$ cat config.mk
export PLATFORM = sky130hd
export DESIGN_NAME = peribus_timer_flat
export DESIGN_NICKNAME = d
export VERILOG_FILES = /design/src/rtl/peribus_pkg.sv /design/src/rtl/peribus_timer_if.sv /design/src/rtl/tick_prescaler.sv /design/src/rtl/peribus_timer.sv /design/src/flat_wrapper.sv
export SDC_FILE = /design/constraint.sdc
export NUM_CORES = 1
export LEC_CHECK = 0
export BUFFER_PORTS_ARGS = -buffer_cell sky130_fd_sc_hd__clkbuf_2
export CORE_UTILIZATION = 55
export DETAILED_ROUTE_END_ITERATION = 10
export GPL_TIMING_DRIVEN = 1
export PLACE_DENSITY = 0.76
export SYNTH_ARGS = -nofsm -noshare
export SYNTH_HDL_FRONTEND = slang
export SYNTH_SLANG_ARGS = --single-unit
export TNS_END_PERCENT = 1
$ cat constraint.sdc
create_clock -name clk -period 5.4 [get_ports clk]
set_input_delay 1.62 -clock clk [delete_from_list [all_inputs] [get_ports clk]]
set_output_delay 1.62 -clock clk [all_outputs]
set_load 0.03 [all_outputs]
$ cat src/rtl/peribus_pkg.sv
// Shared register map, bit positions and the CTRL layout for the peribus timer.
// Latency: n/a (declarations only).
// Backpressure: n/a.
package peribus_pkg;

   localparam int REG_CTRL    = 0;
   localparam int REG_COUNT   = 1;
   localparam int REG_PERIOD  = 2;
   localparam int REG_STATUS  = 3;
   localparam int REG_CAPTURE = 4;

   localparam int CTRL_EN     = 0;
   localparam int CTRL_RELOAD = 1;
   localparam int CTRL_IE     = 2;
   localparam int CTRL_PS_LSB = 3;
   localparam int CTRL_PS_W   = 3;

   localparam int ST_MATCH    = 0;
   localparam int ST_OVERRUN  = 1;
   localparam int ST_CAPT     = 2;

   // Field order mirrors the register bits so the struct reads back as-is.
   typedef struct packed {
      logic [CTRL_PS_W-1:0] ps;
      logic                 ie;
      logic                 reload;
      logic                 en;
   } ctrl_t;

endpackage

$ cat src/rtl/peribus_timer_if.sv
// Peribus register access port: CPU data-memory side drives, peripheral responds.
// Latency: rdata is registered, valid the cycle after rd_en.
// Backpressure: none; strobes are single-cycle and always accepted.
interface peribus_timer_if #(
   parameter int WIDTH  = 16,
   parameter int ADDR_W = 3
) ();

   logic [ADDR_W-1:0] addr;
   logic [WIDTH-1:0]  wdata;
   logic              wr_en;
   logic              rd_en;
   logic [WIDTH-1:0]  rdata;

   modport master (
      output addr,
      output wdata,
      output wr_en,
      output rd_en,
      input  rdata
   );

   modport slave (
      input  addr,
      input  wdata,
      input  wr_en,
      input  rd_en,
      output rdata
   );

endinterface

$ cat src/rtl/tick_prescaler.sv
// Power-of-two clock divider: one-cycle tick every 2^ps clocks while enabled.
// Latency: first tick on the 2^ps-th cycle after clear/enable.
// Backpressure: none; clear restarts the phase immediately.
module tick_prescaler #(
   parameter int PRESCALE_MAX = 7
) (
   input  logic       clk,
   input  logic       reset,
   input  logic       clear,
   input  logic       enable,
   input  logic [2:0] ps,
   output logic       tick
);

   logic [PRESCALE_MAX-1:0] pcnt;
   logic [PRESCALE_MAX-1:0] mask;

   always_comb begin
      mask = PRESCALE_MAX'((32'd1 << ps) - 32'd1);
   end

   always_ff @(posedge clk or posedge reset) begin
      if (reset) begin
         pcnt <= '0;
      end else if (clear || !enable) begin
         pcnt <= '0;
      end else begin
         pcnt <= pcnt + PRESCALE_MAX'(1);
      end
   end

   // All-ones in the low ps bits marks the last clock of each 2^ps window.
   assign tick = enable && ((pcnt & mask) == mask);

endmodule

$ cat src/rtl/peribus_timer.sv
// Peribus timer: prescaled counter with period match and level irq; capture unit under PERIBUS_TIMER_CAPTURE_EN.
// Latency: reads return registered data one cycle after rd_en; writes land at the edge ending wr_en.
// Backpressure: none; every bus strobe is accepted in its own cycle.
module peribus_timer #(
   parameter int WIDTH        = 16,
   parameter int ADDR_W       = 3,
   parameter int PRESCALE_MAX = 7
) (
   input  logic           clk,
   input  logic           reset,
   peribus_timer_if.slave bus,
   output logic           irq,
   input  logic           capture_in
);

   import peribus_pkg::*;

   localparam int CTRL_W = $bits(ctrl_t);

   ctrl_t            ctrl;
   ctrl_t            ctrl_nxt;
   logic [WIDTH-1:0] count;
   logic [WIDTH-1:0] count_nxt;
   logic [WIDTH-1:0] period;
   logic [WIDTH-1:0] capture;
   logic [WIDTH-1:0] rd_word;
   logic             match;
   logic             match_nxt;
   logic             overrun;
   logic             overrun_nxt;
   logic             capt;
   logic             capt_nxt;

   logic             wr_ctrl;
   logic             wr_count;
   logic             wr_period;
   logic             wr_status;
   logic             tick;
   logic             stop_wr;
   logic             step;
   logic             hit;

   assign wr_ctrl   = bus.wr_en && (bus.addr == ADDR_W'(REG_CTRL));
   assign wr_count  = bus.wr_en && (bus.addr == ADDR_W'(REG_COUNT));
   assign wr_period = bus.wr_en && (bus.addr == ADDR_W'(REG_PERIOD));
   assign wr_status = bus.wr_en && (bus.addr == ADDR_W'(REG_STATUS));

   tick_prescaler #(
      .PRESCALE_MAX (PRESCALE_MAX)
   ) u_prescaler (
      .clk    (clk),
      .reset  (reset),
      .clear  (wr_ctrl | wr_count),
      .enable (ctrl.en),
      .ps     (ctrl.ps),
      .tick   (tick)
   );

   // A COUNT write, or a CTRL write that turns the timer off, owns this cycle's count update.
   assign stop_wr = wr_ctrl && !bus.wdata[CTRL_EN];
   assign step    = tick && !wr_count && !stop_wr;
   assign hit     = step && (count == period);

   always_comb begin
      ctrl_nxt = ctrl;
      if (wr_ctrl) begin
         ctrl_nxt.en     = bus.wdata[CTRL_EN];
         ctrl_nxt.reload = bus.wdata[CTRL_RELOAD];
         ctrl_nxt.ie     = bus.wdata[CTRL_IE];
         ctrl_nxt.ps     = bus.wdata[CTRL_PS_LSB +: CTRL_PS_W];
      end else if (hit && !ctrl.reload) begin
         ctrl_nxt.en = 1'b0;
      end

      count_nxt = count;
      if (wr_count) begin
         count_nxt = bus.wdata;
      end else if (hit) begin
         count_nxt = '0;
      end else if (step) begin
         count_nxt = count + WIDTH'(1);
      end

      // Set beats write-1-to-clear when both land in the same cycle.
      match_nxt   = hit | (match & ~(wr_status & bus.wdata[ST_MATCH]));
      overrun_nxt = (hit & match) | (overrun & ~(wr_status & bus.wdata[ST_OVERRUN]));
   end

   always_ff @(posedge clk or posedge reset) begin
      if (reset) begin
         ctrl    <= '0;
         count   <= '0;
         period  <= '1;
         match   <= 1'b0;
         overrun <= 1'b0;
         irq     <= 1'b0;
      end else begin
         ctrl    <= ctrl_nxt;
         count   <= count_nxt;
         match   <= match_nxt;
         overrun <= overrun_nxt;
         irq     <= (match_nxt | capt_nxt) & ctrl_nxt.ie;
         if (wr_period) begin
            period <= bus.wdata;
         end
      end
   end

`ifdef PERIBUS_TIMER_CAPTURE_EN
   logic cap_meta;
   logic cap_sync;
   logic cap_prev;
   logic cap_edge;

   always_ff @(posedge clk or posedge reset) begin
      if (reset) begin
         cap_meta <= 1'b0;
         cap_sync <= 1'b0;
         cap_prev <= 1'b0;
      end else begin
         cap_meta <= capture_in;
         cap_sync <= cap_meta;
         cap_prev <= cap_sync;
      end
   end

   assign cap_edge = cap_sync & ~cap_prev;
   assign capt_nxt = cap_edge | (capt & ~(wr_status & bus.wdata[ST_CAPT]));

   // Snapshot is the count as it stood before this cycle's update.
   always_ff @(posedge clk or posedge reset) begin
      if (reset) begin
         capture <= '0;
         capt    <= 1'b0;
      end else begin
         capt <= capt_nxt;
         if (cap_edge) begin
            capture <= count;
         end
      end
   end
`else
   logic unused_capture_in;

   assign unused_capture_in = capture_in;
   assign capture           = '0;
   assign capt              = 1'b0;
   assign capt_nxt          = 1'b0;
`endif

   always_comb begin
      rd_word = '0;
      case (bus.addr)
         ADDR_W'(REG_CTRL):    rd_word[CTRL_W-1:0] = ctrl;
         ADDR_W'(REG_COUNT):   rd_word = count;
         ADDR_W'(REG_PERIOD):  rd_word = period;
         ADDR_W'(REG_STATUS): begin
            rd_word[ST_MATCH]   = match;
            rd_word[ST_OVERRUN] = overrun;
            rd_word[ST_CAPT]    = capt;
         end
         ADDR_W'(REG_CAPTURE): rd_word = capture;
         default:              rd_word = '0;
      endcase
   end

   always_ff @(posedge clk or posedge reset) begin
      if (reset) begin
         bus.rdata <= '0;
      end else if (bus.rd_en) begin
         bus.rdata <= rd_word;
      end
   end

endmodule

$ cat src/flat_wrapper.sv
// flat-port wrapper written by rule: the top's interface ports become plain ports
module peribus_timer_flat import peribus_pkg::*;
#(
   parameter int WIDTH        = 16,
   parameter int ADDR_W       = 3,
   parameter int PRESCALE_MAX = 7
)
  (clk, reset, irq, capture_in, bus_addr, bus_wdata, bus_wr_en, bus_rd_en, bus_rdata);
  peribus_timer_if #(.WIDTH(WIDTH), .ADDR_W(ADDR_W)) bus_i ();
  input  logic clk;
  input  logic reset;
  output logic irq;
  input  logic capture_in;
  input wire logic [$bits(bus_i.addr)-1:0] bus_addr;
  input wire logic [$bits(bus_i.wdata)-1:0] bus_wdata;
  input wire logic [$bits(bus_i.wr_en)-1:0] bus_wr_en;
  input wire logic [$bits(bus_i.rd_en)-1:0] bus_rd_en;
  output wire logic [$bits(bus_i.rdata)-1:0] bus_rdata;
  assign bus_i.addr = bus_addr;
  assign bus_i.wdata = bus_wdata;
  assign bus_i.wr_en = bus_wr_en;
  assign bus_i.rd_en = bus_rd_en;
  assign bus_rdata = bus_i.rdata;
  peribus_timer #(.WIDTH(WIDTH), .ADDR_W(ADDR_W), .PRESCALE_MAX(PRESCALE_MAX)) u_core (.clk(clk), .reset(reset), .bus(bus_i), .irq(irq), .capture_in(capture_in));
endmodule
==> impl_metrics.tcl, run 1 <==
set metrics [dict create \
    outcome "completed" \
    place_inst 445 \
    critPathMaxFanout 16 \
    multiInputGateArea_mm2 0.001737 \
    fin_area_mm2 0.003934 \
    ff_latch_area_mm2 0.001622 \
    cts_root_buf "clkbuf_8" \
    synth_nets 376 \
    setup_viol 0 \
    syn-cell-area_mm2 0.003512 \
    tns_ps 0 \
    critPathArrivalTime_ps 4000 \
    syn_to_final_growth_pct 12.01 \
    fin_nets 408 \
    ir_worst_vdd_v 0.0002168 \
    powerDensity_mw_per_mm2 410.2 \
    fin_ws_ps 1666 \
    synth_edf_count 0 \
    ys_ff_latch 64 \
    avgSynthCellArea_um2 10.06 \
    hpwl_um 5432 \
    drt-pass1-iter-count 5 \
    routed_via_density 5.989 \
    h-tree-depth 3 \
    dp_slack_ps 1371 \
    drive_gt1_share_pct 26.75 \
    grt-ovfl-total 0 \
    cts_tree "built" \
    ant_nets 0 \
    slew_headroom_pct 41.37 \
    hold_viol_final 0 \
    grt_pass1_vias 2688 \
    syn-instance-count 349 \
    grt_pass1_wl_um 13580 \
    drt-total-wl_um 8052 \
    worst_pin_slew_ps 879.5 \
    synthFlopType "dfrtp_1" \
    crit_required_ps 5660 \
    antenna_found_initial 0 \
    numCtsBuffers 9 \
    min_period_ps 3734 \
    drcViolationCount 0 \
    hold_buffers 0 \
    async_flop_share_pct 100.0 \
    antennaDiodeCount 0 \
    row_count 28 \
    placed_area_mm2 0.003741 \
    p_leak_nw 1.702 \
    clk_pin_slew_worst_paths_ps 70 \
    cts_setup_buffers 0 \
    cp_slowest_cell "and2_1" \
    wl_per_cell_um 17.50 \
    ys_seq_area_share_pct 46.17 \
    cpPeakStageDelay_ps 790 \
    via_count 2755 \
    clk_path_buf_depth 2 \
    drt_iter0_drc 237 \
    routabilityCongestion 0.8995 \
    die_height_um 81.91 \
    slew_viol_final 0 \
    ys_types 60 \
    fmax_ghz 0.2678 \
    rsz0062_at_grt "false" \
    crit_chain "clkbuf_2, nor2b_1, and2b_1, and2_1, mux2_2" \
    skew_ps 9.167 \
    ios 41 \
    die_area_mm2 0.006709 \
    fill_cells 504 \
    hp-class "reg2reg" \
    coreArea_mm2 0.006026 \
    die_w_um 81.91 \
    cap_violations 0 \
    worstSkewPairLatency_ps 340 \
    port-buffer-count 39 \
    final_cells 460 \
    cp-end-kind "register" \
    start_util_pct 58.28 \
    grt_use_total_pct 27.35 \
    startpoint_type "primary input" \
    grt_max_degree 65 \
    cts.sink_count 64 \
    post-route-period-util_pct 69.15 \
    setup.worst_path.class "in2reg" \
    synth_warnings 0 \
    cts_resized 0 \
]
Yosys cell counts, types with 6 or more instances:
master	n	area (um^2)
dfrtp_1	48	1201
nor2_1	33	123.9
nand2_1	25	93.84
mux2_2	21	236.5
xor2_1	19	166.4
a21oi_1	17	85.08
dfstp_2	16	420.4
inv_1	15	56.30
clkbuf_1	14	52.55
nand3_1	14	70.07
a22oi_1	10	75.07
and4_1	7	61.31
o21ai_0	7	35.03
nor4_1	6	37.54
o22ai_1	6	37.54
o311ai_1	6	52.55
xnor2_1	6	52.55
where the power goes:
part | leakage, nW | internal (mW) | switching [mW] | total [mW]
clock | 0.0968 | 0.237 | 0.178 | 0.414
combinational | 0.825 | 0.209 | 0.232 | 0.442
sequential | 0.780 | 0.608 | 0.149 | 0.758
total | 1.70 | 1.05 | 0.559 | 1.61
final timing paths:
path / start / end / slack [ps] / depth (start not counted)
hold / removal: u_core.u_prescaler.pcnt[0]$_DFF_PP0_ / u_core.u_prescaler.pcnt[0]$_DFF_PP0_ / 510 / 1
setup / recovery: bus_addr[1] / u_core.period[0]$_DFFE_PP1P_ / 1670 / 5
hold reg to reg: u_core.u_prescaler.pcnt[0]$_DFF_PP0_ / u_core.u_prescaler.pcnt[0]$_DFF_PP0_ / 510 / 1
max in group asynchronous: reset / u_core.bus.rdata[5]$_DFFE_PP0P_ / 3370 / 3
min in group asynchronous: reset / u_core.bus.rdata[9]$_DFFE_PP0P_ / 1500 / 3
setup reg to reg: u_core.ctrl[5]$_DFFE_PP0P_ / u_core.count[4]$_DFFE_PP0P_ / 2120 / 9
worst max-delay path, delay by kind of cell:
family / cells / cell delay, ps
AND/OR/NAND/NOR: 3 / 1680
buffers and inverters: 1 / 270
multiplexers: 1 / 430
cells by family after synthesis:
logic type                 after synthesis  share of synthesized area, %
buffers and inverters                   38                         4.560
adders and majority gates                3                         1.069
muxes                                   27                         9.156
AOI/OAI and AO/OA                       68                         13.57
and+or+nand+nor                        124                         19.24
xor gates and xnor gates                25                         6.234
DFF                                     64                         46.17
cell type report:
type                            count  area share, %
Multi-Input combinational cell    247          44.15
Sequential cell                    64          41.22
Timing Repair Buffer               44          5.916
Clock buffer                       14          4.135
Tap cell                           75          2.385
Inverter                           15          1.431
Clock inverter                      1         0.7634
state kept, by name (all words and copies together), names as in the netlist:
register                 cells
u_core.overrun               1
u_core.ctrl                  6
u_core.u_prescaler.pcnt      7
u_core.count                16
u_core.period               16
u_core.bus.rdata            16
u_core.match                 1
u_core.irq                   1
cells in the final DEF (no fill, tap or decap), drive strengths merged, types with 7 or more instances in the layout:
| master | n |
|---|---|
| xor2 | 19 |
| a21oi | 17 |
| o21ai | 7 |
| clkbuf | 53 |
| mux2 | 21 |
| inv | 15 |
| a22oi | 10 |
| nor2 | 33 |
| dfstp | 16 |
| nand3 | 15 |
| dfrtp | 48 |
| nand2 | 26 |
| and4 | 7 |
per-stage QoR:
step / total power [mW] / hold slack [ps] / utilization (%)
finish: 1.614 / 506.1 / 65.28
global route: 1.716 / 545.9 / 65.28
CTS: 1.618 / 513.0 / 65.28
detailed placement: 1.199 / 489.0 / 62.08
global placement: 1.185 / 487.2 / 62.08
floorplan: 1.081 / 460.7 / -
layer usage:
metal  part of all wire [%]  vias to the layer above  wire [um]  track usage [%]
li1                       -                     1324          -                -
met1                     46                     1320       3707            38.30
met2                     46                       93       3726            41.82
met3                    5.8                       18        464            4.889
met4                    1.9                        0        154            11.05
met5                      0                        -          0                0
No activity file was read; power rests on OpenSTA's default activity.
==> run 2: changes to the inputs <==
==> constraint.sdc (replaced) <==
create_clock -name clk -period 3.54 [get_ports clk]
set_input_delay 1.062 -clock clk [delete_from_list [all_inputs] [get_ports clk]]
set_output_delay 1.062 -clock clk [all_outputs]
set_load 0.03 [all_outputs]
==> impl_metrics.tcl, run 2 (synthesized netlist as in run 1, its figures left out) <==
set metrics [dict create \
    drt_iter0_drc 148 \
    grt_max_degree 28 \
    die_area_mm2 0.006709 \
    setup.worst_path.class "reg2reg" \
    grt-ovfl-total 0 \
    hp-class "reg2reg" \
    place_inst 451 \
    busiest_layer "met2" \
    start_util_pct 58.28 \
    fmax_ghz 0.3186 \
    cts_root_buf "clkbuf_8" \
    slew_viol_final 0 \
    cts.sink_count 64 \
    drcViolationCount 0 \
    fin_nets 414 \
    pwr-share-seq_pct 47.8 \
    numCtsBuffers 9 \
    startpoint_type "register" \
    skew_ps 4.847 \
    p_leak_nw 1.728 \
    antenna_found_initial 0 \
    final_cells 467 \
    critPathMaxFanout 11 \
    netSwitchingFraction_pct 35.61 \
    met1_usage_pct 38.04 \
    tns_ps 0 \
    slew_headroom_pct 39.46 \
    syn_to_final_growth_pct 13.07 \
    post-route-period-util_pct 88.67 \
    worst_pin_slew_ps 908.0 \
    critPathArrivalTime_ps 3390 \
    h-tree-depth 3 \
    antennaDiodeCount 0 \
    routed_via_density 6.036 \
    clockPowerShare_pct 24.2 \
    rsz0062_at_grt "false" \
    layout_common_cells "dfrtp_1 (48), clkbuf_2 (39), nor2_1 (33)" \
    r2r_cells 8 \
    die_height_um 81.91 \
    via_count 2819 \
    clk_path_buf_depth 2 \
    cap_violations 0 \
    hold_buffers 0 \
    holdWs_ps 509.0 \
    ant_nets 0 \
    ios 41 \
    cts_tree "built" \
    p_int_mw 1.562 \
    row_count 28 \
    power_switching_mw 0.8638 \
    grt_pass1_wl_um 13190 \
    crit_required_ps 3790 \
    routabilityCongestion 0.8888 \
    wl_per_cell_um 17.22 \
    setup_viol 0 \
    cp-end-kind "register" \
    drt-pass1-iter-count 4 \
    ir_worst_vdd_v 0.0002972 \
    reg_top3 "u_core.bus.rdata: 16 flops, u_core.count: 16 flops, u_core.period: 16 flops" \
    powerDensity_mw_per_mm2 610.8 \
    p_comb_share_pct 28.0 \
    cts_resized 0 \
    final_common_cell "dfrtp_1" \
    drive_gt1_share_pct 28.32 \
    min_delay_path_depth 1 \
    port-buffer-count 39 \
    die_w_um 81.91 \
    drt-total-wl_um 8044 \
    grt_pass1_vias 2619 \
    outcome "completed" \
    met2_usage_pct 39.75 \
    use_met3_pct 5.333 \
    grt_use_total_pct 26.68 \
    min_period_ps 3139 \
    worstSkewPairLatency_ps 350 \
    hpwl_um 5733 \
    hold_viol_final 0 \
    coreArea_mm2 0.006026 \
    cts_setup_buffers 0 \
    clk_pin_slew_worst_paths_ps 70 \
]
run 2: layout make-up:
| type | instances | area (um^2) |
|---|---|---|
| Sequential cell | 64 | 1622 |
| Inverter | 15 | 56.30 |
| Fill cell | 509 | 2054 |
| Tap cell | 75 | 93.84 |
| Multi-Input combinational cell | 247 | 1737 |
| Clock buffer | 14 | 172.7 |
| Clock inverter | 2 | 12.51 |
| Timing Repair Buffer | 50 | 277.8 |
run 2: power groups by stage:
| stage | registers, mW | clock network [mW] | logic, mW |
|---|---|---|---|
| finish | 1.16 | 0.586 | 0.679 |
| global placement | 1.15 | 0 | 0.659 |
| floorplan | 1.12 | 0 | 0.531 |
| CTS | 1.15 | 0.597 | 0.685 |
| global route | 1.19 | 0.623 | 0.756 |
| detailed placement | 1.16 | 0 | 0.679 |
run 2: per-layer routing:
metal | wire length (um) | vias up
met5 | 0 | -
met4 | 138 | 0
met3 | 480 | 14
met2 | 3691 | 102
met1 | 3732 | 1367
li1 | - | 1336
run 2: worst paths after layout:
| check | from | endpoint | slack (ps) |
|---|---|---|---|
| max | u_core.ctrl[5]$_DFFE_PP0P_ | u_core.count[8]$_DFFE_PP0P_ | 400 |
| min | u_core.overrun$_DFF_PP0_ | u_core.overrun$_DFF_PP0_ | 510 |
| max reg2reg | u_core.ctrl[5]$_DFFE_PP0P_ | u_core.count[8]$_DFFE_PP0P_ | 400 |
| min reg2reg | u_core.overrun$_DFF_PP0_ | u_core.overrun$_DFF_PP0_ | 510 |
| max in group asynchronous | reset | u_core.period[0]$_DFFE_PP1P_ | 2090 |
| min in group asynchronous | reset | u_core.bus.rdata[9]$_DFFE_PP0P_ | 720 |
run 2: worst max-delay path: stages (launching register included):
cell and delay (ps):
dfrtp_1 490, or3_1 410, ha_1 290, or4b_1 500, a21oi_1 220, nor4b_2 90, a21oi_1 710, o21ai_0 220
o311ai_1 130
run 2: per-stage QoR:
step / utilization [%] / area [um^2] / power (mW) / worst slack (ps)
final: 65.91 / 3971 / 2.426 / 401.2
after floorplan: - / 3512 / 1.648 / 739.9
after CTS: 65.91 / 3971 / 2.435 / 426.3
after global placement: 62.83 / 3786 / 1.813 / 442.6
after global routing: 65.91 / 3971 / 2.567 / 214.4
after detailed placement: 62.83 / 3786 / 1.844 / 398.4
